===== src/rtl/eth_rx_pkg.sv =====
// Shared types for the receive-stream drainer: FSM encoding, output FIFO
// entry layout and the tkeep helper.
package eth_rx_pkg;

  localparam int max_dw_lp   = 64;
  localparam int max_keep_lp = max_dw_lp / 8;

  typedef enum logic [2:0] {
    ST_IDLE      = 3'd0,
    ST_READ      = 3'd1,
    ST_DRAIN     = 3'd2,
    ST_CLEAR     = 3'd3,
    ST_WAIT_NRDY = 3'd4
  } drain_state_e;

  // Sized for the widest stream; narrower builds use the low bits.
  typedef struct packed {
    logic [max_dw_lp-1:0]   data;
    logic [max_keep_lp-1:0] keep;
    logic                   last;
  } fifo_entry_t;

  // Low 'rem' bytes enabled; rem==0 means a full word of nbytes.
  function automatic logic [max_keep_lp-1:0] keep_for_bytes(input logic [2:0] rem,
                                                             input int nbytes);
    logic [max_keep_lp-1:0] m;
    m = '0;
    for (int i = 0; i < max_keep_lp; i++)
      if (i < nbytes && (rem == 3'd0 || i < int'(rem))) m[i] = 1'b1;
    return m;
  endfunction

endpackage


===== src/rtl/eth_rx_skid_fifo.sv =====
// Two-entry valid/ready FIFO. The head entry drives the outputs directly
// from storage, so downstream ready never reaches the upstream side
// combinationally. The writer guarantees space via its own credit count.
module eth_rx_skid_fifo #(
  parameter int width_p = 8
) (
  input  logic               clk_i,
  input  logic               reset_n_i,
  input  logic               v_i,
  input  logic [width_p-1:0] data_i,
  output logic               v_o,
  input  logic               ready_i,
  output logic [width_p-1:0] data_o,
  output logic [1:0]         count_o
);

  logic [width_p-1:0] mem_r [2];
  logic               wr_ptr_r, rd_ptr_r;
  logic [1:0]         cnt_r;
  logic               pop;

  assign v_o     = (cnt_r != 2'd0);
  assign data_o  = mem_r[rd_ptr_r];
  assign count_o = cnt_r;
  assign pop     = v_o & ready_i;

  // Storage, pointers and occupancy; push+pop together leaves count alone.
  always_ff @(posedge clk_i or negedge reset_n_i) begin
    if (!reset_n_i) begin
      for (int i = 0; i < 2; i++) mem_r[i] <= '0;
      wr_ptr_r <= 1'b0;
      rd_ptr_r <= 1'b0;
      cnt_r    <= 2'd0;
    end else begin
      if (v_i) begin
        mem_r[wr_ptr_r] <= data_i;
        wr_ptr_r        <= ~wr_ptr_r;
      end
      if (pop) rd_ptr_r <= ~rd_ptr_r;
      case ({v_i, pop})
        2'b10:   cnt_r <= cnt_r + 2'd1;
        2'b01:   cnt_r <= cnt_r - 2'd1;
        default: cnt_r <= cnt_r;
      endcase
    end
  end

endmodule


===== src/rtl/eth_rx_stream_drainer.sv =====
// Drains a complete frame from the receive buffer onto an AXI-stream
// master, then releases the buffer with a one-cycle clear pulse.
module eth_rx_stream_drainer
  import eth_rx_pkg::*;
#(
  parameter  int buf_size_p    = 2048,
  parameter  int data_width_p  = 64,
  localparam int addr_width_lp = $clog2(buf_size_p),
  localparam int bytes_lp      = data_width_p / 8
) (
  input  logic                     clk_i,
  input  logic                     reset_n_i,
  input  logic                     rx_ready_i,
  input  logic [15:0]              rx_packet_size_i,
  output logic                     clear_buffer_o,
  output logic                     buffer_read_v_o,
  output logic [addr_width_lp-1:0] buffer_read_addr_o,
  output logic [1:0]               buffer_read_op_size_o,
  input  logic [data_width_p-1:0]  buffer_read_data_i,
  output logic [data_width_p-1:0]  m_tdata_o,
  output logic [bytes_lp-1:0]      m_tkeep_o,
  output logic                     m_tlast_o,
  output logic                     m_tvalid_o,
  input  logic                     m_tready_i,
  output logic [15:0]              packet_count_o,
  output logic [15:0]              drop_count_o
);

  localparam int lg_bytes_lp = $clog2(bytes_lp);

  drain_state_e             state_r, state_n;
  logic [2:0]               rem_r;         // latched size mod bytes_lp
  logic [15:0]              words_r, rd_idx_r, push_idx_r;
  logic [addr_width_lp-1:0] rd_addr_r;
  logic                     streamed_r;
  logic                     inflight_r;    // read issued last cycle, data arriving now
  logic [15:0]              pkt_cnt_r, drop_cnt_r;

  logic [15:0] words_n;
  logic        size_bad, rd_issue, last_word, drain_done;
  logic [1:0]  fifo_cnt;
  fifo_entry_t push_ent, head_ent;

  assign words_n  = 16'(({1'b0, rx_packet_size_i} + 17'(bytes_lp - 1)) >> lg_bytes_lp);
  assign size_bad = (rx_packet_size_i == 16'd0) || (rx_packet_size_i > 16'(buf_size_p));

  // Credit: FIFO entries plus the read in flight never exceed the FIFO depth.
  assign rd_issue = (state_r == ST_READ) && ((fifo_cnt + {1'b0, inflight_r}) < 2'd2);

  // Done when the last queued beat leaves this cycle and nothing is in flight,
  // so the clear pulse lands the cycle right after the final handshake.
  assign drain_done = !inflight_r &&
                      ((fifo_cnt == 2'd0) || (fifo_cnt == 2'd1 && m_tvalid_o && m_tready_i));

  assign buffer_read_v_o       = rd_issue;
  assign buffer_read_addr_o    = rd_addr_r;
  assign buffer_read_op_size_o = 2'(lg_bytes_lp);
  assign clear_buffer_o        = (state_r == ST_CLEAR);
  assign packet_count_o        = pkt_cnt_r;
  assign drop_count_o          = drop_cnt_r;

  // Tag each returning word with its keep mask and last flag.
  always_comb begin
    last_word                          = (push_idx_r == words_r - 16'd1);
    push_ent                           = '0;
    push_ent.data[data_width_p-1:0]    = buffer_read_data_i;
    push_ent.keep                      = keep_for_bytes(last_word ? rem_r : 3'd0, bytes_lp);
    push_ent.last                      = last_word;
  end

  eth_rx_skid_fifo #(.width_p($bits(fifo_entry_t))) u_fifo (
    .clk_i     (clk_i),
    .reset_n_i (reset_n_i),
    .v_i       (inflight_r),
    .data_i    (push_ent),
    .v_o       (m_tvalid_o),
    .ready_i   (m_tready_i),
    .data_o    (head_ent),
    .count_o   (fifo_cnt)
  );

  assign m_tdata_o = head_ent.data[data_width_p-1:0];
  assign m_tkeep_o = head_ent.keep[bytes_lp-1:0];
  assign m_tlast_o = head_ent.last;

  // Next-state logic.
  always_comb begin
    state_n = state_r;
    case (state_r)
      ST_IDLE:      if (rx_ready_i) state_n = size_bad ? ST_CLEAR : ST_READ;
      ST_READ:      if (rd_issue && rd_idx_r == words_r - 16'd1) state_n = ST_DRAIN;
      ST_DRAIN:     if (drain_done) state_n = ST_CLEAR;
      ST_CLEAR:     state_n = ST_WAIT_NRDY;
      ST_WAIT_NRDY: if (!rx_ready_i) state_n = ST_IDLE;
      default:      state_n = ST_IDLE;
    endcase
  end

  // State, frame bookkeeping and counters.
  always_ff @(posedge clk_i or negedge reset_n_i) begin
    if (!reset_n_i) begin
      state_r    <= ST_IDLE;
      rem_r      <= 3'd0;
      words_r    <= 16'd0;
      rd_idx_r   <= 16'd0;
      push_idx_r <= 16'd0;
      rd_addr_r  <= '0;
      streamed_r <= 1'b0;
      inflight_r <= 1'b0;
      pkt_cnt_r  <= 16'd0;
      drop_cnt_r <= 16'd0;
    end else begin
      state_r    <= state_n;
      inflight_r <= rd_issue;
      if (state_r == ST_IDLE && rx_ready_i) begin
        rem_r      <= 3'(rx_packet_size_i[lg_bytes_lp-1:0]);
        words_r    <= words_n;
        rd_idx_r   <= 16'd0;
        push_idx_r <= 16'd0;
        rd_addr_r  <= '0;
        streamed_r <= !size_bad;
        if (size_bad) drop_cnt_r <= drop_cnt_r + 16'd1;
      end
      if (rd_issue) begin
        rd_idx_r  <= rd_idx_r + 16'd1;
        rd_addr_r <= rd_addr_r + addr_width_lp'(bytes_lp);
      end
      if (inflight_r) push_idx_r <= push_idx_r + 16'd1;
      if (state_r == ST_CLEAR && streamed_r) pkt_cnt_r <= pkt_cnt_r + 16'd1;
    end
  end

endmodule


===== config.mk =====
export PLATFORM = sky130hd
export DESIGN_NAME = eth_rx_stream_drainer
export DESIGN_NICKNAME = d
export VERILOG_FILES = /design/src/rtl/eth_rx_pkg.sv /design/src/rtl/eth_rx_skid_fifo.sv /design/src/rtl/eth_rx_stream_drainer.sv
export SDC_FILE = /design/constraint.sdc
export NUM_CORES = 1
export LEC_CHECK = 0
export BUFFER_PORTS_ARGS = -buffer_cell sky130_fd_sc_hd__buf_2
export CORE_UTILIZATION = 60
export DETAILED_ROUTE_END_ITERATION = 8
export PLACE_DENSITY = 0.91
export SLEW_MARGIN = 20
export SYNTH_ARGS = -nofsm -noshare
export SYNTH_HDL_FRONTEND = slang
export SYNTH_SLANG_ARGS = --single-unit

===== constraint.sdc =====
create_clock -name clk_i -period 6.3 [get_ports clk_i]
set_input_delay 0.63 -clock clk_i [delete_from_list [all_inputs] [get_ports clk_i]]
set_output_delay 0.63 -clock clk_i [all_outputs]
set_load 0.05 [all_outputs]

# Word-level counts from Yosys, hierarchy flattened
# Cells that the tools add are included.
# Widths: inputs -> output; s select.
[op_classes]
add_sub_neg = 10
multipliers = 0
div_mod_pow = 0
order_cmp = 12
eq_ne = 13
n_shift = 0
muxes = 27
bitwise = 5
reduce_logical = 29
[op_table]
columns = ["operator", "n"]
rows = [
  ["$mux 73", 4],
  ["$bwmux 146", 1],
  ["$demux 73 s1", 1],
  ["$add 16x1->16 const B", 4],
  ["$mux 16", 3],
  ["$eq 16x16->1", 2],
  ["$mux 11", 2],
  ["$add 16x3->17 const B", 1],
  ["$gt 16x12->1 const B", 1],
  ["$logic_not 16->1", 1],
  ["$mux 3", 5],
  ["$pmux 3 s5", 1],
  ["$sub 14x1->15 const B", 1],
  ["$add 11x4->11 const B", 1],
  ["$logic_or 1x1->1", 9],
  ["$lt 3x3->1 const A", 3],
  ["$logic_and 1x1->1", 8],
  ["$mux 1", 8],
  ["$reduce_bool 2->1", 4],
  ["$eq 3x2->1 const B", 2],
  ["$logic_not 3->1", 2],
  ["$lt 1x3->1 const A", 2],
  ["$lt 2x3->1 const A", 2],
  ["$ne 2x2->1 const B", 3],
  ["other kinds (20)", 25],
]
[word_totals]
reg_bits = 247
latchBits = 0
mem_bits_rw = 0
rom_bits = 0
inputBits = 84
mem_count = 0

# Depth between registers and ports, before layout
# Gate-level depths: netlist of the first run.
[logic_depth]
word_depth = 7
ltp_mapped = 9
mapped_depth_nobuf = 8

# Hierarchy
# A second synthesis of the first run with hierarchy kept.
[unflattened]
cells_unflattened = 998
hier_area_um2 = 11908.9
[modules_own_cells]
columns = ["module", "instances", "cells_each", "area_each_um2", "seq_area_each_um2"]
rows = [
  ["eth_rx_skid_fifo", 1, 403, 6500.0, 3753.6],
  ["eth_rx_stream_drainer", 1, 595, 5408.9, 2352.3],
]

# Least setup slack after synthesis of the first run
# Ideal clock, no wire load.
[synth_timing]
path_kind = "input port to flip-flop"
start = "in rx_packet_size_i[8]"
end = "reg drop_cnt_r[15] (netlist: drop_count_o[15])"
setup_ns = 0.082
arrival_ns = 2.612
required_time_ns = 6.218
slack_ns = 3.606
path_stages = 6
path_buffers = 0
path_cell_list = "or4_1 -> or4_1 -> a31oi_4 -> nand4_2 -> nor3_1 -> xor2_1"
[synth_via]
elab_chain_len = 3
[synth_lines]
columns = ["item", "line", "source"]
rows = [
  ["start, declared", "eth_rx_stream_drainer.sv:14", "input logic [15:0] rx_packet_size_i,"],
  ["$gt 16x12->1 or $logic_not 16->1 (tied branches)", "eth_rx_stream_drainer.sv:45", "assign size_bad = (rx_packet_size_i == 16'd0) || (rx_packet_size_i > 16'(buf_size_p));"],
  ["$logic_or 1x1->1 *", "eth_rx_stream_drainer.sv:45", ""],
  ["$reduce_and 2->1 (no source line) *", "n/a", ""],
  ["end signal, assigned", "eth_rx_stream_drainer.sv:122", "if (size_bad) drop_cnt_r <= drop_cnt_r + 16'd1;"],
  ["end, declared", "eth_rx_stream_drainer.sv:37", "logic [15:0] pkt_cnt_r, drop_cnt_r;"],
]
# Every way passes the cells marked *; elsewhere a longest branch is shown, timed or not.
# A chain may end at the register's enable or synchronous reset.

# Worst setup path after layout of the first run
[layout_timing]
start = "reg words_r[0]"
end = "reg u_fifo.mem_r[73] (netlist name)"
[layout_via]
elab_chain_len = 3
[layout_lines]
columns = ["item", "line", "source"]
rows = [
  ["start, declared", "eth_rx_stream_drainer.sv:33", "logic [15:0] words_r, rd_idx_r, push_idx_r;"],
  ["start signal, assigned", "eth_rx_stream_drainer.sv:117", "words_r <= words_n;"],
  ["$sub 14x1->15", "eth_rx_stream_drainer.sv:64", "last_word = (push_idx_r == words_r - 16'd1);"],
  ["$eq 16x16->1", "eth_rx_stream_drainer.sv:64", ""],
  ["$bwmux 146", "eth_rx_skid_fifo.sv:36", "mem_r[wr_ptr_r] <= data_i;"],
  ["end signal, assigned by index", "eth_rx_skid_fifo.sv:36", ""],
  ["end, declared", "eth_rx_skid_fifo.sv:17", "logic [width_p-1:0] mem_r [2];"],
]
# Every way passes these cells.

==> impl_metrics.ini, run 1 <==
[clocking]
cts_resized = 0
numCtsBuffers = 26
clock_path_buffers = 3
clkTransAtPathRegs_ns = 0.06
cts_tree = built
cts.sinks = 244
cts-root-buf = clkbuf_16
clock_latency_ns = 0.54
hold_buffers = 0
h-tree-depth = 1
post_cts_buffers = 0

[worst_setup_path]
crit_required_ns = 6.75
crit_family = simple AND/OR/NAND/NOR gates
cp-start-kind = flip-flop
critical_path.max_fanout = 16
crit_type = flip-flop to flip-flop
slowest_stage = nor4b_1
critPathArrivalTime_ns = 3.89
cp-end-kind = flip-flop
path_buf_inv = 1
crit_chain = inv_1 > ha_1 > nor4b_1 > a22oi_1 > a31oi_1 > nand4_1 > nor4_4 > mux2_2
max_stage_delay_ns = 0.77

[timing]
finalHoldWorstSlack_ns = 0.00522
report.final.hold_viol_count = 0
slew_viol_final = 0
min_period_ns = 3.44
setup_tns_ns = 0
min_period_over_period_pct = 54.6
max-slew-margin-rel_pct = 30.9
fin_skew_ns = 0.0270
fmax_mhz = 291
rsz0062_at_grt = false
setup_viol = 0
worst_slew_pin_slew_ns = 1.04

[grt]
grt_max_degree = 137
grt_usage_pct = 28.8
grt_pass1_vias = 9542
grt_pass1_wl_mm = 47.5
antenna_found_initial = 1
overflow = 0

[detailed_routing]
ant_nets = 0
wirelength_mm = 30.2
first_pass_iters = 5
wire_per_inst_um = 17.0
drt_iter0_markers = 774
drc_errors = 0
dr_total_vias = 10100
routed_via_density = 5.68

[die]
start_util_pct = 61.7
rows = 51
ios = 205
dieWidth_um = 144
die_y_um = 144
dieArea_um2 = 20800
core_um2 = 19700

[placement]
place_hpwl_mm = 20.0
placed_cell_area_um2 = 13200
place_congestion = 0.848
place_inst = 1728
portBuffers = 199

[cells_and_area]
design_area_um2 = 14100
fillers = 1395
fin_nets = 1585
final_cell_mix = nand2_1, dfrtp_1, buf_2
area_growth_pct = 16.7
final_common_cell = nand2_1
drive_gt1_share_pct = 22.9
fin_cells = 1780

[worst_hold_path]
hp-class = input pin to async pin

[power]
leakage_nw = 7.03
cellPowerDensity_nw_per_um2 = 589
ir_drop_uv = 277
p_total_mw = 8.33

[logic_synthesis]
synth.distinct_cells = 67
ys_warn_count = 0
synthFlopType = dfrtp_1
syn_inst = 1329
synth_edf_count = 0
ys_ff_latch = 244
synth_async_sr_flop_share_pct = 100
syn_avg_cell_area_um2 = 9.12
synth_area_um2 = 12100
ys_seq_area_share_pct = 50.4

[run_status]
outcome = finished clean

[flow_run]
max-cap-violations = 0
synth_stat cells (4+ instances only):
master,count,area share (%)
a21oi_1,20,0.83
a31oi_1,9,0.46
and2_1,5,0.26
and3_1,16,0.83
buf_1,15,0.46
buf_4,5,0.31
clkbuf_1,55,1.7
dfrtp_1,244,50
ha_1,9,0.93
inv_1,14,0.43
mux2_2,77,7.2
mux2i_1,9,0.74
nand2_1,475,15
nand2b_1,12,0.62
nand3_1,42,1.7
nand4_1,21,1.1
nor2_1,54,1.7
nor3_1,21,0.87
nor4_1,7,0.36
o211ai_1,5,0.31
o21ai_0,53,2.2
o31ai_1,4,0.25
or3_1,5,0.26
xnor2_1,43,3.1
xor2_1,35,2.5
per-layer routing:
layer	wire length (um)	GRT usage [%]
met1	12400	37.6
met2	14800	48.6
met3	2050	4.77
met4	964	10.0
met5	0	0
area by class of cell:
| cell class | count | area [um^2] | area share (%) |
|---|---|---|---|
| inverter | 15 | 56.3 | 0.398 |
| antenna | 3 | 7.51 | 0.0531 |
| multi-input combinational | 996 | 5660 | 40.0 |
| clock inverter | 12 | 153 | 1.08 |
| tap | 265 | 332 | 2.34 |
| timing repair buffer | 209 | 1100 | 7.78 |
| sequential | 244 | 6110 | 43.2 |
| clock buffer | 36 | 728 | 5.15 |
per-stage QoR:
stage / setup WS, ns / util (%)
after detailed placement: 2.91 / 67.3
final: 2.86 / 72.0
after global placement: 3.07 / 67.3
after global routing: 2.47 / 72.0
after CTS: 2.88 / 71.8
after floorplan: 3.61 / -
final timing paths:
| kind | slack (ns) | startpoint | end | depth (start not counted) |
|---|---|---|---|---|
| worst min-delay path | 0.005 | reset_n_i | u_fifo.mem_r[92] | 1 |
| max in group asynchronous | 5.15 | reset_n_i | u_fifo.rd_ptr_r | 2 |
| min in group clk_i | 0.29 | buffer_read_data_i[45] | u_fifo.mem_r[127] | 3 |
| worst min register to register | 0.46 | drop_count_o[15] | drop_count_o[15] | 1 |
| worst max-delay path | 2.86 | words_r[0] | u_fifo.mem_r[73] | 8 |
| worst max register to register | 2.86 | words_r[0] | u_fifo.mem_r[73] | 8 |
cells by family after synthesis:
group	Yosys count	share of synthesized area (%)
other	2	0.0620
xor gates and xnor gates	81	6.20
DFF	244	50.4
buffers and inverters	92	3.13
adders and majority gates	9	0.929
and+or+nand+nor	694	25.2
AOI/OAI and AO/OA	121	6.24
muxes	86	7.90
registers in the layout, summed over array words and instances (netlist names), 2 cells and up:
| register | count |
|---|---|
| buffer_read_addr_o | 8 |
| push_idx_r | 16 |
| u_fifo.mem_r | 146 |
| rd_idx_r | 16 |
| rem_r | 3 |
| packet_count_o | 16 |
| drop_count_o | 16 |
| u_fifo.count_o | 2 |
| state_r | 3 |
| words_r | 14 |
where the power goes:
part	leakage [nW]	switching, mW	internal (mW)
logic	3.56	2.84	1.25
clock network	0.433	0.625	0.933
registers	3.04	0.518	2.17
total	7.03	3.98	4.35
worst register-to-register path: cells and delay by family, from the launching register on:
kind            cells  cell delay [ns]
mux                 1             0.30
buf+inv             1             0.12
simple gates        3             1.63
fa+ha+maj           1             0.49
compound gates      2             0.38
flops               1             0.45
(Power assumes the default switching activity.)
==> run 2: changes to the inputs <==
--- a/config.mk
+++ b/config.mk
@@ -6,9 +6,9 @@
 export NUM_CORES = 1
 export LEC_CHECK = 0
 export BUFFER_PORTS_ARGS = -buffer_cell sky130_fd_sc_hd__buf_2
-export CORE_UTILIZATION = 60
+export CORE_UTILIZATION = 51
 export DETAILED_ROUTE_END_ITERATION = 8
-export PLACE_DENSITY = 0.91
+export PLACE_DENSITY = 0.83
 export SLEW_MARGIN = 20
 export SYNTH_ARGS = -nofsm -noshare
 export SYNTH_HDL_FRONTEND = slang
==> constraint.sdc (replaced) <==
create_clock -name clk_i -period 2.85 [get_ports clk_i]
set_input_delay 0.285 -clock clk_i [delete_from_list [all_inputs] [get_ports clk_i]]
set_output_delay 0.285 -clock clk_i [all_outputs]
set_load 0.05 [all_outputs]
==> impl_metrics.ini, run 2 (synthesis gave the netlist of run 1 again) <==
[timing]
finalHoldWorstSlack_ns = 0.0161
slew_viol_final = 0
setup_tns_ns = 0
report.final.hold_viol_count = 0
fmax_mhz = 375
worst_slew_pin_slew_ns = 0.739
fin_skew_ns = 0.0112
setup_viol = 0
min_period_ns = 2.67
max-slew-margin-rel_pct = 50.4
fin_ws_ns = 0.180
min_period_over_period_pct = 93.7
rsz0062_at_grt = false

[grt]
grt_pass1_wl_mm = 51.3
grt_usage_pct = 26.1
grt_max_degree = 76
grt_pass1_vias = 10300
overflow = 0
antenna_found_initial = 1

[power]
p_total_mw = 18.6
power_frac_comb_pct = 50.4
leakage_nw = 7.37
p_int_mw = 9.69
pwr-share-clk_pct = 17.5
ir_drop_uv = 791
p_switching_mw = 8.94
seq_power_share_pct = 32.1
cellPowerDensity_nw_per_um2 = 1240
swShare_pct = 48.0

[worst_setup_path]
crit_type = flip-flop to flip-flop
critPathArrivalTime_ns = 3.05
slowest_stage = or4_4
path_buf_inv = 1
critical_path.max_fanout = 16
max_stage_delay_ns = 0.62
rr_worst_depth = 7
crit_chain = or4_4 > nor4_1 > a21o_1 > o211ai_1 > nor4_4 > buf_4 > a31oi_1
worst_r2r_startpoint = words_r[6]
r2r_end = u_fifo.mem_r[5]
rrSetupSlack_ns = 0.18
crit_required_ns = 3.23
cp-start-kind = flip-flop
crit_family = simple AND/OR/NAND/NOR gates
cp-end-kind = flip-flop

[die]
rows = 56
die_y_um = 156
start_util_pct = 51.8
core_um2 = 23400
dieWidth_um = 156
dieArea_um2 = 24400
ios = 205

[cells_and_area]
final_common_cell = nand2_1
drive_gt1_share_pct = 22.7
fin_nets = 1670
area_growth_pct = 23.7
largest_reg_flops = 146
fillers = 1823
design_area_um2 = 15000
fin_util_pct = 64.0
final_cell_mix = nand2_1, dfrtp_1, buf_2
fin_cells = 1912
seqCellArea_um2 = 6110
top_register = u_fifo.mem_r
multi_input_area_um2 = 5660

[placement]
place_hpwl_mm = 20.2
place_congestion = 0.891
placed_cell_area_um2 = 13500
pre_cts_ws_ns = 0.242
place_inst = 1803
portBuffers = 199

[worst_hold_path]
hp-class = input pin to flip-flop
hp-start = buffer_read_data_i[21]
hold_depth = 3
holdPathEnd = u_fifo.mem_r[30]

[clocking]
cts_tree = built
cts.sinks = 244
clock_latency_ns = 0.52
cts-root-buf = clkbuf_16
h-tree-depth = 1
numCtsBuffers = 27
post_cts_buffers = 0
clkTransAtPathRegs_ns = 0.06
clock_path_buffers = 3

[detailed_routing]
drc_errors = 0
dr_total_vias = 10400
wirelength_mm = 32.1
ant_nets = 0
drt_iter0_markers = 818
wire_per_inst_um = 16.8
routed_via_density = 5.46
first_pass_iters = 5

[run_status]
outcome = finished clean

[flow_run]
max-cap-violations = 0
-- run 2: changes by cell type in the layout (fill, tap and decap cells not counted), sizes merged --
cell / delta
dlygate4sd3: +64
buf: +20
clkinv: -4
bufinv: -2
clkbuf: +2
diode: -2
-- run 2: worst max path at each step --
stage	from	end	slack, ns	cells after the start
2_1_floorplan	words_r[6]	u_fifo.mem_r[5]	0.29	8
3_3_place_gp	rx_packet_size_i[10]	drop_count_o[15]	0.30	7
3_5_place_dp	words_r[6]	u_fifo.mem_r[5]	0.24	7
4_1_cts	words_r[6]	u_fifo.mem_r[5]	0.23	7
5_1_grt	words_r[6]	u_fifo.mem_r[81]	0.07	7
6_report	words_r[6]	u_fifo.mem_r[5]	0.18	7
-- run 2: per-layer routing --
| metal | vias to the layer above | track usage (%) | routed length [um] |
|---|---|---|---|
| li1 | 4911 | - | - |
| met1 | 5075 | 32.7 | 13400 |
| met2 | 375 | 44.7 | 15600 |
| met3 | 82 | 5.19 | 2220 |
| met4 | 0 | 9.43 | 877 |
| met5 | - | 0 | 0 |
-- run 2: worst reg2reg max path: cells and delay by family, from the launching register on --
family                 cells  cell delay, ns
DFF                        1            0.52
and+or+nand+nor            3            1.33
buffers and inverters      1            0.25
AOI/OAI and AO/OA          3            0.43
-- run 2: cell type report --
type	instances	area share (%)
diodes	1	0.0167
clock buffers	38	4.98
clock inverters	6	0.459
inverters	15	0.376
multi-input cells	996	37.7
flip-flops and latches	244	40.8
well taps	319	2.66
repair buffers	293	13.0
-- run 2: timing repair --
item                                   in CTS  in global routing
setup endpoints to repair                   0                  0
endpoints found under the hold margin     187                  0
resized for setup                           0                  0
hold buffers                               64                  0
-- run 2: power groups by stage --
stage               Sequential (mW)  Combinational (mW)  Clock [mW]
floorplan                      5.68                7.07           0
global placement               5.87                8.96           0
detailed placement             5.96                9.13           0
CTS                            5.91                9.27        3.32
global route                   6.14                10.1        3.45
finish                         5.98                9.40        3.25
